$ cat config.mk
export PLATFORM = sky130hd
export DESIGN_NAME = vga_timing_gen
export DESIGN_NICKNAME = d
export VERILOG_FILES = /design/src/rtl/vga_timing_gen.sv
export SDC_FILE = /design/constraint.sdc
export NUM_CORES = 1
export LEC_CHECK = 0
export CAP_MARGIN = 20
export CORE_MARGIN = 4
export CORE_UTILIZATION = 40
export DETAILED_ROUTE_END_ITERATION = 16
export DONT_BUFFER_PORTS = 1
export MAX_ROUTING_LAYER = met4
export PLACE_DENSITY_LB_ADDON = 0.2
export SYNTH_ARGS = -nofsm -noshare
export SYNTH_HDL_FRONTEND = slang
export SYNTH_SLANG_ARGS = --single-unit
$ cat constraint.sdc
create_clock -name clk_25mhz -period 4.15 [get_ports clk_25mhz]
set_clock_uncertainty 0.1 [all_clocks]
set_input_delay 0.6225 -clock clk_25mhz [delete_from_list [all_inputs] [get_ports clk_25mhz]]
set_output_delay 0.6225 -clock clk_25mhz [all_outputs]
set_load 0.02 [all_outputs]
$ cat src/rtl/vga_timing_gen.sv
// -----------------------------------------------------------------------------
// vga_timing_gen
//
// Raster timing generator and video output stage. Free-running horizontal and
// vertical counters produce pixel coordinates for the shader pipeline. The
// sync/enable flags computed from those counters are delayed by PIPE_DELAY
// enabled cycles, so they line up with the shaded colour returned on rgb_in.
// One final register then drives HSYNC, VSYNC, DE and the blanked RGB.
//
// Ports:
//   clk_25mhz    pixel clock
//   rst          asynchronous, active-high reset
//   en           pixel-clock enable; all state advances only when 1
//   px_x, px_y   scaled pixel coordinates (h_cnt/v_cnt >> SCALE_SHIFT)
//   visible      current counters inside the active area (undelayed)
//   line_start   h_cnt == 0 on an enabled cycle
//   frame_start  h_cnt == 0 && v_cnt == 0 on an enabled cycle
//   rgb_in       shaded pixel {r,g,b}, PIPE_DELAY enabled cycles behind px_x/px_y
//   hsync, vsync sync outputs at the configured polarity (registered)
//   de           display enable (registered)
//   vga_r/g/b    colour outputs, forced to zero outside the active area
// -----------------------------------------------------------------------------
module vga_timing_gen #(
    parameter int H_ACTIVE    = 640,
    parameter int H_FP        = 16,
    parameter int H_SYNC      = 96,
    parameter int H_BP        = 48,
    parameter int V_ACTIVE    = 480,
    parameter int V_FP        = 10,
    parameter int V_SYNC      = 2,
    parameter int V_BP        = 33,
    parameter int HSYNC_POL   = 0,
    parameter int VSYNC_POL   = 0,
    parameter int SCALE_SHIFT = 1,
    parameter int PIPE_DELAY  = 3,
    parameter int CW          = 11
) (
    input  logic          clk_25mhz,
    input  logic          rst,
    input  logic          en,
    output logic [CW-1:0] px_x,
    output logic [CW-1:0] px_y,
    output logic          visible,
    output logic          line_start,
    output logic          frame_start,
    input  logic [23:0]   rgb_in,
    output logic          hsync,
    output logic          vsync,
    output logic          de,
    output logic [7:0]    vga_r,
    output logic [7:0]    vga_g,
    output logic [7:0]    vga_b
);

    localparam int H_TOTAL = H_ACTIVE + H_FP + H_SYNC + H_BP;
    localparam int V_TOTAL = V_ACTIVE + V_FP + V_SYNC + V_BP;

    localparam logic [CW-1:0] H_LAST = CW'(H_TOTAL - 1);
    localparam logic [CW-1:0] V_LAST = CW'(V_TOTAL - 1);

    // Window bounds kept at 32 bits so an end bound equal to the total cannot
    // overflow a tightly sized CW.
    localparam logic [31:0] H_ACT_END = 32'(H_ACTIVE);
    localparam logic [31:0] V_ACT_END = 32'(V_ACTIVE);
    localparam logic [31:0] HS_START  = 32'(H_ACTIVE + H_FP);
    localparam logic [31:0] HS_END    = 32'(H_ACTIVE + H_FP + H_SYNC);
    localparam logic [31:0] VS_START  = 32'(V_ACTIVE + V_FP);
    localparam logic [31:0] VS_END    = 32'(V_ACTIVE + V_FP + V_SYNC);

    localparam logic HS_ON = (HSYNC_POL != 0);
    localparam logic VS_ON = (VSYNC_POL != 0);

    logic [CW-1:0] h_cnt;
    logic [CW-1:0] v_cnt;

    // -------------------------------------------------------------------------
    // Raster counters
    // -------------------------------------------------------------------------
    // NOTE: state registers use non-blocking assignments so every flop samples
    // pre-edge values; blocking here would let h_cnt's update leak into the
    // v_cnt decision in the same edge.
    always_ff @(posedge clk_25mhz or posedge rst) begin
        if (rst) begin
            h_cnt <= '0;
            v_cnt <= '0;
        end else if (en) begin
            if (h_cnt == H_LAST) begin
                h_cnt <= '0;
                v_cnt <= (v_cnt == V_LAST) ? '0 : v_cnt + 1'b1;
            end else begin
                h_cnt <= h_cnt + 1'b1;
            end
        end
    end

    // -------------------------------------------------------------------------
    // Coordinates and undelayed status
    // -------------------------------------------------------------------------
    logic hs_raw;
    logic vs_raw;

    assign px_x        = h_cnt >> SCALE_SHIFT;
    assign px_y        = v_cnt >> SCALE_SHIFT;
    assign visible     = (32'(h_cnt) < H_ACT_END) && (32'(v_cnt) < V_ACT_END);
    assign line_start  = (h_cnt == '0) && en;
    assign frame_start = (h_cnt == '0) && (v_cnt == '0) && en;
    assign hs_raw      = (32'(h_cnt) >= HS_START) && (32'(h_cnt) < HS_END);
    assign vs_raw      = (32'(v_cnt) >= VS_START) && (32'(v_cnt) < VS_END);

    // -------------------------------------------------------------------------
    // Delay line matching the shader latency. Bits are {hs, vs, de}, active
    // high, so the cleared value is "inactive".
    // -------------------------------------------------------------------------
    logic [2:0] flags_raw;
    logic [2:0] flags_dly;

    assign flags_raw = {hs_raw, vs_raw, visible};

    generate
        if (PIPE_DELAY == 0) begin : g_no_delay
            assign flags_dly = flags_raw;
        end else begin : g_delay
            logic [2:0] stage [PIPE_DELAY];

            // NOTE: the stage array is a handful of flops, not a RAM, so it is
            // reset; otherwise stale sync flags would leak out after reset.
            always_ff @(posedge clk_25mhz or posedge rst) begin
                if (rst) begin
                    for (int i = 0; i < PIPE_DELAY; i++) begin
                        stage[i] <= '0;
                    end
                end else if (en) begin
                    stage[0] <= flags_raw;
                    for (int i = 1; i < PIPE_DELAY; i++) begin
                        stage[i] <= stage[i-1];
                    end
                end
            end

            assign flags_dly = stage[PIPE_DELAY-1];
        end
    endgenerate

    // -------------------------------------------------------------------------
    // Output register. The mux selects constant zero during blanking, so
    // whatever sits on rgb_in then never reaches the pins.
    // -------------------------------------------------------------------------
    always_ff @(posedge clk_25mhz or posedge rst) begin
        if (rst) begin
            hsync <= ~HS_ON;
            vsync <= ~VS_ON;
            de    <= 1'b0;
            vga_r <= '0;
            vga_g <= '0;
            vga_b <= '0;
        end else if (en) begin
            hsync                 <= flags_dly[2] ? HS_ON : ~HS_ON;
            vsync                 <= flags_dly[1] ? VS_ON : ~VS_ON;
            de                    <= flags_dly[0];
            {vga_r, vga_g, vga_b} <= flags_dly[0] ? rgb_in : 24'h00_0000;
        end
    end

endmodule

==> results.toml <==
[critical_path]
crit_chain = "or3_4 > nor3b_1 > buf_4 > nor4b_1 > buf_4"
required_ns = 3.43
cp-startpoint = "h_cnt[5]$_DFFE_PP0P_"
reg2reg_from = "h_cnt[1]$_DFFE_PP0P_"
worst_setup_path_start_kind = "flop"
rr_worst_depth = 5
slowest_stage = "dfrtp_1"
r2r_slack_ns = 1.83
crit_arrival_ns = 2.25
critPathCapture = "frame_start"
cp-end-kind = "output port"
cp_common_cell = "buf_4"
r2r-end = "v_cnt[8]$_DFFE_PP0P_"
path_class = "flop to output port"
slowest_delay_ns = 0.52
cp_max_fo = 7

[clocking]
clk_latency_ns = 0.34
cts_made_buffers = 9
cts_tree = "built"
ctsHoldBuffers = 0
clockBufferDepth = 2
post-cts-setup-buffers = 0
cts.sinks = 58
cts-root-buf = "clkbuf_8"
htreeDepth = 3
clk_pin_slew_ns = 0.07
postCtsResizedCells = 0

[power_and_ir_drop]
power_density_mw_per_mm2 = 493
ir_worst_vdd_v = 0.000180
p_leak_nw = 1.38

[place]
gp_congestion = 0.777
dpl_cell_area_mm2 = 0.00268
dpl.hpwl_um = 3780
portBuffers = 0

[finish]
n_antenna_cell = 0
multiInputGateArea_um2 = 976
layout.nets = 295
drive_gt1_frac = 0.138
fin_util = 0.430
finalInstanceArea_mm2 = 0.00290
fillerInstances = 649
regArea_mm2 = 0.00145
syn_to_final_growth_pct = 4.79

[global_routing]
grt_antenna_before_repair = 0
grtUsageTotal = 0.141
grt_remaining_overflow = 0
grt_start_max_net_pins = 46
grt_pass1_wl_um = 8910
grt_pass1_vias = 1715

[yosys]
async_flop_share = 1.00
synth_seq_cells = 58
ys.flop_type = "dfrtp_1"
yosysMostFrequentCell = "dfrtp_1"
netlist_area_mm2 = 0.00277
synth_top_area_share = 0.506
yosys.cell_types.count = 42
ys_warn_count = 0
yosys-top-cells-area = "dfrtp_1 (51%), buf_4 (6.0%), o21ai_0 (5.6%), nand2_1 (4.9%), inv_1 (4.5%)"
synthTopCellsByCount = "dfrtp_1 (56), nand2_1 (36), inv_1 (33), o21ai_0 (31), buf_4 (22)"
avgSynthCellArea_um2 = 9.79
synth-seq-area-share = 0.525
synth_edf_count = 0
syn_inst = 283
synth.largest_area_cell = "dfrtp_1"

[routing]
via_per_inst = 5.08
drc = 0
vias = 1773
ant_nets = 0
dr.pass1.iters = 4
wire_per_inst_um = 15.7
routed_wl_um = 5490
drtIter0Drc = 54

[die]
num_rows = 30
coreArea_mm2 = 0.00676
fp.dieH_um = 91.2
start_util = 0.410
fp.dieW_um = 91.2
die_area_mm2 = 0.00832
pin_count = 79

[run]
cap_violations = 0

[timing]
fmax_ghz = 0.337
slew_headroom = 0.453
fin_crit_ns = 2.97
holdWs_ns = 0.158
grt_setup_unrepaired = "false"
tightest_slew_ns = 0.820
hold_viol_final = 0
finalSetupTns_ns = 0
final_max_slew_viol_count = 0
fin_crit_sh = 0.716
setup_viol = 0

[run_status]
outcome = "complete, no violations"

[hold_path]
min_path_type = "input pin to asynchronous set/reset pin"
==> worst max-delay path, delay by kind of cell, from the launching register on <==
| kind | cells | cell delay, ns |
|---|---|---|
| simple gates | 3 | 0.99 |
| flops | 1 | 0.52 |
| buf+inv | 2 | 0.40 |
==> metal layers <==
metal  GRT usage  vias up  wire length, um
met5           -        -                0
met4      0.0565        0               92
met3      0.0762        8              479
met2       0.192       60             2550
met1       0.174      840             2360
li1            -      865                -
==> stage by stage <==
step           std cells  total power [mW]  setup slack (ns)
5_1_grt              349              1.51             0.978
3_3_place_gp         333             0.858              1.43
2_1_floorplan        284             0.866              1.04
4_1_cts              349              1.46              1.11
6_report             349              1.43              1.18
3_5_place_dp         333             0.861              1.52
==> kinds of logic (layout without fill, tap and decap cells) <==
family | after synthesis | in the layout | share of synthesized area
other | 1 | 2 | 0.00135
adder cells (fa/ha/maj) | 4 | 4 | 0.0181
AO/OA/AOI/OAI | 38 | 38 | 0.0741
AND/OR/NAND/NOR | 91 | 91 | 0.172
multiplexers | 12 | 12 | 0.0474
buffers and inverters | 67 | 52 | 0.124
XOR/XNOR | 12 | 12 | 0.0379
flip-flops | 58 | 58 | 0.525
==> sequential cells by signal (all words and copies together) (netlist names), 3 cells and up <==
name / count
v_cnt: 11
vga_g: 8
flags_dly: 3
g_delay.stage: 6
vga_b: 8
vga_r: 8
h_cnt: 11
==> worst min-delay path by stage <==
stage	from	depth (start not counted)	slack, ns	to
2_1_floorplan	flags_dly[2]$_DFFE_PP0P_	1	0.29	hsync$_DFFE_PP1P_
3_3_place_gp	flags_dly[2]$_DFFE_PP0P_	1	0.32	hsync$_DFFE_PP1P_
3_5_place_dp	flags_dly[2]$_DFFE_PP0P_	1	0.31	hsync$_DFFE_PP1P_
4_1_cts	rst	1	0.17	vga_g[2]$_DFFE_PP0P_
5_1_grt	rst	1	0.20	vga_r[0]$_DFFE_PP0P_
6_report	rst	1	0.16	vga_r[0]$_DFFE_PP0P_
==> report_power, final <==
part | internal (mW) | switching [mW] | total [mW]
combinational | 0.0496 | 0.0599 | 0.110
sequential | 0.611 | 0.126 | 0.737
clock | 0.355 | 0.230 | 0.585
total | 1.02 | 0.416 | 1.43
==> cells in the final DEF (no fill, tap or decap), types with 5 or more instances in the layout <==
cell type / count
mux2_2: 9
dfrtp_1: 56
xnor2_1: 7
nor2_1: 8
o21ai_0: 31
nand2_1: 36
inv_1: 32
clkbuf_8: 10
nand3_1: 13
xor2_1: 5
==> final cells by class <==
cell class | count | area share
inverter | 33 | 0.0427
multi-input combinational | 159 | 0.336
clock buffer | 10 | 0.0474
timing repair buffer | 3 | 0.00776
clock inverter | 6 | 0.0306
tap | 80 | 0.0345
sequential | 58 | 0.501
(Power assumes the default switching activity.)
